## src/rtl/time_entry_encoder_if.sv

```systemverilog
// Keypad-to-counter handshake bundle for time_entry_encoder.
// master drives keypad strobes and observes results; slave is the encoder.
interface time_entry_encoder_if;
   logic [3:0]  digit_in;
   logic        digit_valid;
   logic        enter;
   logic        clear;
   logic [15:0] entry_bcd;
   logic [2:0]  digit_count;
   logic [11:0] load_value;
   logic        load_strobe;
   logic        error;
   logic        busy;

   modport master (
      output digit_in, digit_valid, enter, clear,
      input  entry_bcd, digit_count, load_value, load_strobe, error, busy
   );

   modport slave (
      input  digit_in, digit_valid, enter, clear,
      output entry_bcd, digit_count, load_value, load_strobe, error, busy
   );
endinterface

```

## src/rtl/time_entry_encoder.sv

```systemverilog
// Builds an M1M0:S1S0 BCD entry from keypad digits, range-checks it and emits a
// packed {min,sec} load word. Optional macro SEC_NORMALIZE_EN folds sec 60..99 into min.
module time_entry_encoder #(
   parameter int MAX_MIN = 59
) (
   input  logic                 clk,
   input  logic                 nrst,
   time_entry_encoder_if.slave  bus
);

   typedef enum logic [2:0] {S_IDLE, S_ENTRY, S_CHECK, S_LOAD, S_ERR} state_t;

   state_t      r_state;
   state_t      w_next;
   logic [15:0] r_entry;
   logic [2:0]  r_count;
   logic [11:0] r_load_value;

   logic        w_digit_ok;
   logic [6:0]  w_sec_raw;
   logic [6:0]  w_min_raw;
   logic [6:0]  w_sec;
   logic [6:0]  w_min;
   logic        w_in_range;

   assign w_digit_ok = bus.digit_valid && (bus.digit_in <= 4'd9);

   // Range check uses full 7-bit values; truncation to 6 bits happens only on load.
   always_comb begin
      w_sec_raw = {3'b0, r_entry[7:4]}   * 7'd10 + {3'b0, r_entry[3:0]};
      w_min_raw = {3'b0, r_entry[15:12]} * 7'd10 + {3'b0, r_entry[11:8]};
      w_sec     = w_sec_raw;
      w_min     = w_min_raw;
`ifdef SEC_NORMALIZE_EN
      if (w_sec_raw >= 7'd60) begin
         w_sec = w_sec_raw - 7'd60;
         w_min = w_min_raw + 7'd1;
      end
`endif
      w_in_range = (w_min <= 7'(MAX_MIN)) && (w_sec <= 7'd59);
   end

   always_ff @(posedge clk) begin
      if (!nrst) r_state <= S_IDLE;
      else       r_state <= w_next;
   end

   always_comb begin
      w_next = r_state;
      case (r_state)
         S_IDLE:  if (!bus.clear && w_digit_ok) w_next = S_ENTRY;
         S_ENTRY: begin
            if      (bus.clear) w_next = S_IDLE;
            else if (bus.enter) w_next = S_CHECK;
         end
         S_CHECK: w_next = w_in_range ? S_LOAD : S_ERR;
         S_LOAD:  w_next = S_IDLE;
         S_ERR: begin
            if      (bus.clear) w_next = S_IDLE;
            else if (w_digit_ok) w_next = S_ENTRY;
         end
         default: w_next = S_IDLE;
      endcase
   end

   // Entry shift register, digit counter and held load word.
   always_ff @(posedge clk) begin
      if (!nrst) begin
         r_entry      <= '0;
         r_count      <= '0;
         r_load_value <= '0;
      end else begin
         case (r_state)
            S_IDLE: begin
               if (!bus.clear && w_digit_ok) begin
                  r_entry <= {12'h000, bus.digit_in};
                  r_count <= 3'd1;
               end
            end
            S_ENTRY: begin
               if (bus.clear) begin
                  r_entry <= '0;
                  r_count <= '0;
               end else if (!bus.enter && w_digit_ok) begin
                  r_entry <= {r_entry[11:0], bus.digit_in};
                  r_count <= (r_count == 3'd4) ? 3'd4 : r_count + 3'd1;
               end
            end
            S_CHECK: begin
               if (w_in_range) r_load_value <= {w_min[5:0], w_sec[5:0]};
            end
            S_LOAD: begin
               r_entry <= '0;
               r_count <= '0;
            end
            S_ERR: begin
               if (bus.clear) begin
                  r_entry <= '0;
                  r_count <= '0;
               end else if (w_digit_ok) begin
                  r_entry <= {12'h000, bus.digit_in};
                  r_count <= 3'd1;
               end
            end
            default: begin
               r_entry <= '0;
               r_count <= '0;
            end
         endcase
      end
   end

   always_comb begin
      bus.entry_bcd   = r_entry;
      bus.digit_count = r_count;
      bus.load_value  = r_load_value;
      bus.load_strobe = (r_state == S_LOAD);
      bus.error       = (r_state == S_ERR);
      bus.busy        = (r_state == S_CHECK) || (r_state == S_LOAD);
   end

endmodule

```

## src/flat_wrapper.sv

```systemverilog
// flat-port wrapper written by rule: the top's interface ports become plain ports
module time_entry_encoder_flat 
#(
   parameter int MAX_MIN = 59
)
  (clk, nrst, bus_digit_in, bus_digit_valid, bus_enter, bus_clear, bus_entry_bcd, bus_digit_count, bus_load_value, bus_load_strobe, bus_error, bus_busy);
  time_entry_encoder_if bus_i ();
  input  logic clk;
  input  logic nrst;
  input wire logic [$bits(bus_i.digit_in)-1:0] bus_digit_in;
  input wire logic [$bits(bus_i.digit_valid)-1:0] bus_digit_valid;
  input wire logic [$bits(bus_i.enter)-1:0] bus_enter;
  input wire logic [$bits(bus_i.clear)-1:0] bus_clear;
  output wire logic [$bits(bus_i.entry_bcd)-1:0] bus_entry_bcd;
  output wire logic [$bits(bus_i.digit_count)-1:0] bus_digit_count;
  output wire logic [$bits(bus_i.load_value)-1:0] bus_load_value;
  output wire logic [$bits(bus_i.load_strobe)-1:0] bus_load_strobe;
  output wire logic [$bits(bus_i.error)-1:0] bus_error;
  output wire logic [$bits(bus_i.busy)-1:0] bus_busy;
  assign bus_i.digit_in = bus_digit_in;
  assign bus_i.digit_valid = bus_digit_valid;
  assign bus_i.enter = bus_enter;
  assign bus_i.clear = bus_clear;
  assign bus_entry_bcd = bus_i.entry_bcd;
  assign bus_digit_count = bus_i.digit_count;
  assign bus_load_value = bus_i.load_value;
  assign bus_load_strobe = bus_i.load_strobe;
  assign bus_error = bus_i.error;
  assign bus_busy = bus_i.busy;
  time_entry_encoder #(.MAX_MIN(MAX_MIN)) u_core (.clk(clk), .nrst(nrst), .bus(bus_i));
endmodule
```

## config.mk

```make
export PLATFORM = sky130hd
export DESIGN_NAME = time_entry_encoder_flat
export DESIGN_NICKNAME = d
export VERILOG_FILES = /design/src/rtl/time_entry_encoder_if.sv /design/src/rtl/time_entry_encoder.sv /design/src/flat_wrapper.sv
export SDC_FILE = /design/constraint.sdc
export NUM_CORES = 1
export LEC_CHECK = 0
export CAP_MARGIN = 20
export CORE_AREA = 4 4 96 98
export DETAILED_ROUTE_END_ITERATION = 8
export DIE_AREA = 0 0 100 102
export GPL_TIMING_DRIVEN = 0
export PLACE_DENSITY_LB_ADDON = 0.12
export SKIP_CTS_REPAIR_TIMING = 1
export SLEW_MARGIN = 20
export SYNTH_ARGS = -nofsm -noshare
export SYNTH_HDL_FRONTEND = slang
export SYNTH_SLANG_ARGS = --single-unit
```

## constraint.sdc

```tcl
create_clock -name clk -period 3.9 [get_ports clk]
set_input_delay 0.78 -clock clk [delete_from_list [all_inputs] [get_ports clk]]
set_output_delay 0.78 -clock clk [all_outputs]
set_load 0.1 [all_outputs]
```

==> impl_metrics.toml <==
[outcome]
outcome = "finished, final reports clean"

[floorplanning]
die_w_um = 100
die_area_um2 = 10200
placementRows = 34
coreArea_um2 = 8470
die_height_um = 102
start_util = 0.242
io-pin-count = 43

[pwr]
power.share.combinational = 0.146
p_sw_frac = 0.277
power_leakage_nw = 0.997
total_power_w = 0.000795
p_switching_w = 0.000220
clock_power_share = 0.400
cellPowerDensity_nw_per_um2 = 294
worst_ir_drop_vdd_mv = 0.119
seq_power_share = 0.453
p_int_w = 0.000575

[yosys]
ys_ff_latch = 34
syn-mean-instance-area_um2 = 8.17
ys_top_cells_by_area = "dfxtp_1 (33%), ha_1 (9.8%), nand2_1 (8.1%), a21oi_1 (6.8%), nand3_1 (4.9%)"
synth-xor-area-share = 0.0299
dominant_cell_type_by_area_after_synthesis = "dfxtp_1"
synth_adder_area_share = 0.137
synth_top_area_frac = 0.332
synth_warnings = 0
synth.top_cells.by_count = "nand2_1 (44), dfxtp_1 (34), a21oi_1 (28)"
synth.most_common_cell = "nand2_1"
synth.distinct_cells = 47
synth_compound_gate_area_share = 0.179
muxShareOfSynthArea = 0.0440
synth.cell_area_um2 = 2050
dominant_combinational_cell_family_by_area_after_synthesis = "simple AND/OR/NAND/NOR gates"
synth_seq_area_share = 0.332
postSynthNetCount = 280
postSynth.asyncResetShare = 0
syn-instance-count = 251
synthFlopType = "dfxtp_1"
synth_enable_flop_cells = 0
synth_simple_gate_area_share = 0.207

[setup_path]
r2r_setup_slack_ns = 0.91
timing.critical_path.from = "u_core.r_state[1]"
timing.rr.start = "u_core.bus.entry_bcd[5]"
timing_worst_setup_path_type = "register to output port"
endpoint_kind = "output port"
worst-endpoint-required_ns = 3.12
worstReg2RegEnd = "u_core.bus.load_value[11]"
kind_of_launch_point_of_the_worst_setup_path = "register"
depth_of_the_worst_register_to_register_path = 11
worstPathMaxFanout = 10
crit_arrival_ns = 2.43

[routing]
number_of_vias_after_detailed_routing = 1875
drt_iter0_markers = 86
route.detailed.vias_per_inst = 4.60
wl_per_cell_um = 13.6
length_of_the_first_detailed_routing_pass_in_iterations = 4
remaining_drc_errors = 0
total_wire_length_um = 5540
antenna_violating_nets_post_route = 0

[global_routing]
grt_pass1_vias = 1853
total_routing_usage_gr = 0.113
global_route_wire_length_before_repair_um = 9270
grt_antenna_before_repair = 0
maximum_number_of_pins_on_one_net_before_global_route_repair = 12
gr-total-overflow = 0

[job]
max_cap_viol_count = 0

[clock_network]
htree_num_levels = 2
clk_latency_ns = 0.29
clkSlewWorstSetupHoldPaths_ns = 0.07
cts-root-buf = "clkbuf_8"
clock-sinks = 34
tritoncts = "done"
number_of_buffers_on_the_longest_clock_path = 2
cts_made_buffers = 5

[timing]
timing.slew.headroom = 0.342
slew_viol_final = 0
max_slew.worst_pin.slew_ns = 0.984
setup_repair_after_global_routing_missed_its_margin = "no"
achievable-frequency_mhz = 312
fin_worst_skew_ns = 0.00456
setup_tns_ns = 0
hold_violations = 0
layout_worst_path_cycle_share = 0.823
final-setup-viol-count = 0
period_minus_slack_ns = 3.21

[finish]
area_growth_syn_to_layout_pct = 31.9
drive_above_1_share = 0.0567
final.fill_count = 925
n_antenna_cell = 0
design.final.nets = 328

[placement]
gp_congestion = 0.801
dpl.hpwl_um = 4380
buffer_ports.inserted = 41

[min_path]
worstHoldPathType = "register to register"
hold_path.startpoint = "u_core.bus.load_value[9]"
timing.hold.worst_path_depth = 2
worstHoldEndpoint = "u_core.bus.load_value[9]"
==> critical path: stages (launching register included) <==
cell and delay, ns:
dfxtp_1 0.32, clkbuf_1 0.33, nor2b_1 0.23, and2_1 0.14, clkdlybuf4s50_1 1.13
==> stage by stage <==
stage	setup slack (ns)	instance area (um2)	hold WS (ns)	utilization	instances
global route	0.590	2700	0.477	0.319	408
floorplan	0.225	2050	0.459	-	251
finish	0.691	2700	0.453	0.319	408
detailed placement	0.919	2590	0.447	0.307	400
CTS	0.671	2700	0.456	0.319	408
global placement	0.925	2590	0.444	0.307	400
==> state kept, by name (all words and copies together), names as in the netlist <==
| register | cells |
|---|---|
| u_core.bus.entry_bcd | 16 |
| u_core.bus.load_value | 12 |
| u_core.bus.digit_count | 3 |
| u_core.r_state | 3 |
==> final cells by class <==
class / count / area (um2) / area share
tap: 108 / 135 / 0.0500
clock inverter: 3 / 40.0 / 0.0148
inverter: 14 / 52.6 / 0.0194
multi-input combinational: 187 / 1220 / 0.452
buffer: 16 / 93.8 / 0.0347
sequential: 34 / 681 / 0.252
clock buffer: 5 / 68.8 / 0.0255
timing repair buffer: 41 / 410 / 0.152
==> metal layers <==
layer  up-vias  share of wire  GRT usage
met4         0         0.0023     0.0187
met1       868           0.51      0.159
met5         -              0          0
met3         2          0.036     0.0287
met2        37           0.45      0.178
li1        968              -          -
==> cell families (layout without fill, tap and decap cells) <==
| kind of cell | after synthesis | after routing |
|---|---|---|
| compound gates | 58 | 58 |
| xor+xnor | 7 | 7 |
| fa+ha+maj | 20 | 20 |
| buf+inv | 30 | 79 |
| flops | 34 | 34 |
| mux | 9 | 9 |
| simple gates | 93 | 93 |
==> cells in the final DEF (no fill, tap or decap), types with 3 or more instances in the layout <==
cell	instances
clkbuf_8	5
dfxtp_1	34
inv_1	13
nand3_1	20
clkdlybuf4s50_1	41
ha_1	16
nor2b_1	3
fa_1	4
a21oi_1	28
a211oi_1	4
o21ai_1	6
nand2_1	44
mux2i_1	9
clkbuf_1	9
nor3_1	3
nor2_1	13
xor2_1	5
==> power by group through the flow <==
stage	Combinational (W)	Sequential [W]	Clock (W)
after floorplan	0.0000558	0.000393	0
after global placement	0.000118	0.000368	0
after detailed placement	0.000117	0.000368	0
after CTS	0.000117	0.000360	0.000333
after global routing	0.000128	0.000361	0.000348
final	0.000116	0.000360	0.000318
==> worst max path at each step <==
stage                                end  slack [ns]  cells past startpoint
2_1_floorplan            bus_load_strobe        0.23                      3
3_3_place_gp    u_core.bus.entry_bcd[10]        0.93                      9
3_5_place_dp   u_core.bus.load_value[11]        0.92                     11
4_1_cts                  bus_load_strobe        0.67                      4
5_1_grt                  bus_load_strobe        0.59                      4
6_report                 bus_load_strobe        0.69                      4
Note: power is estimated with default switching activity, not from simulation.
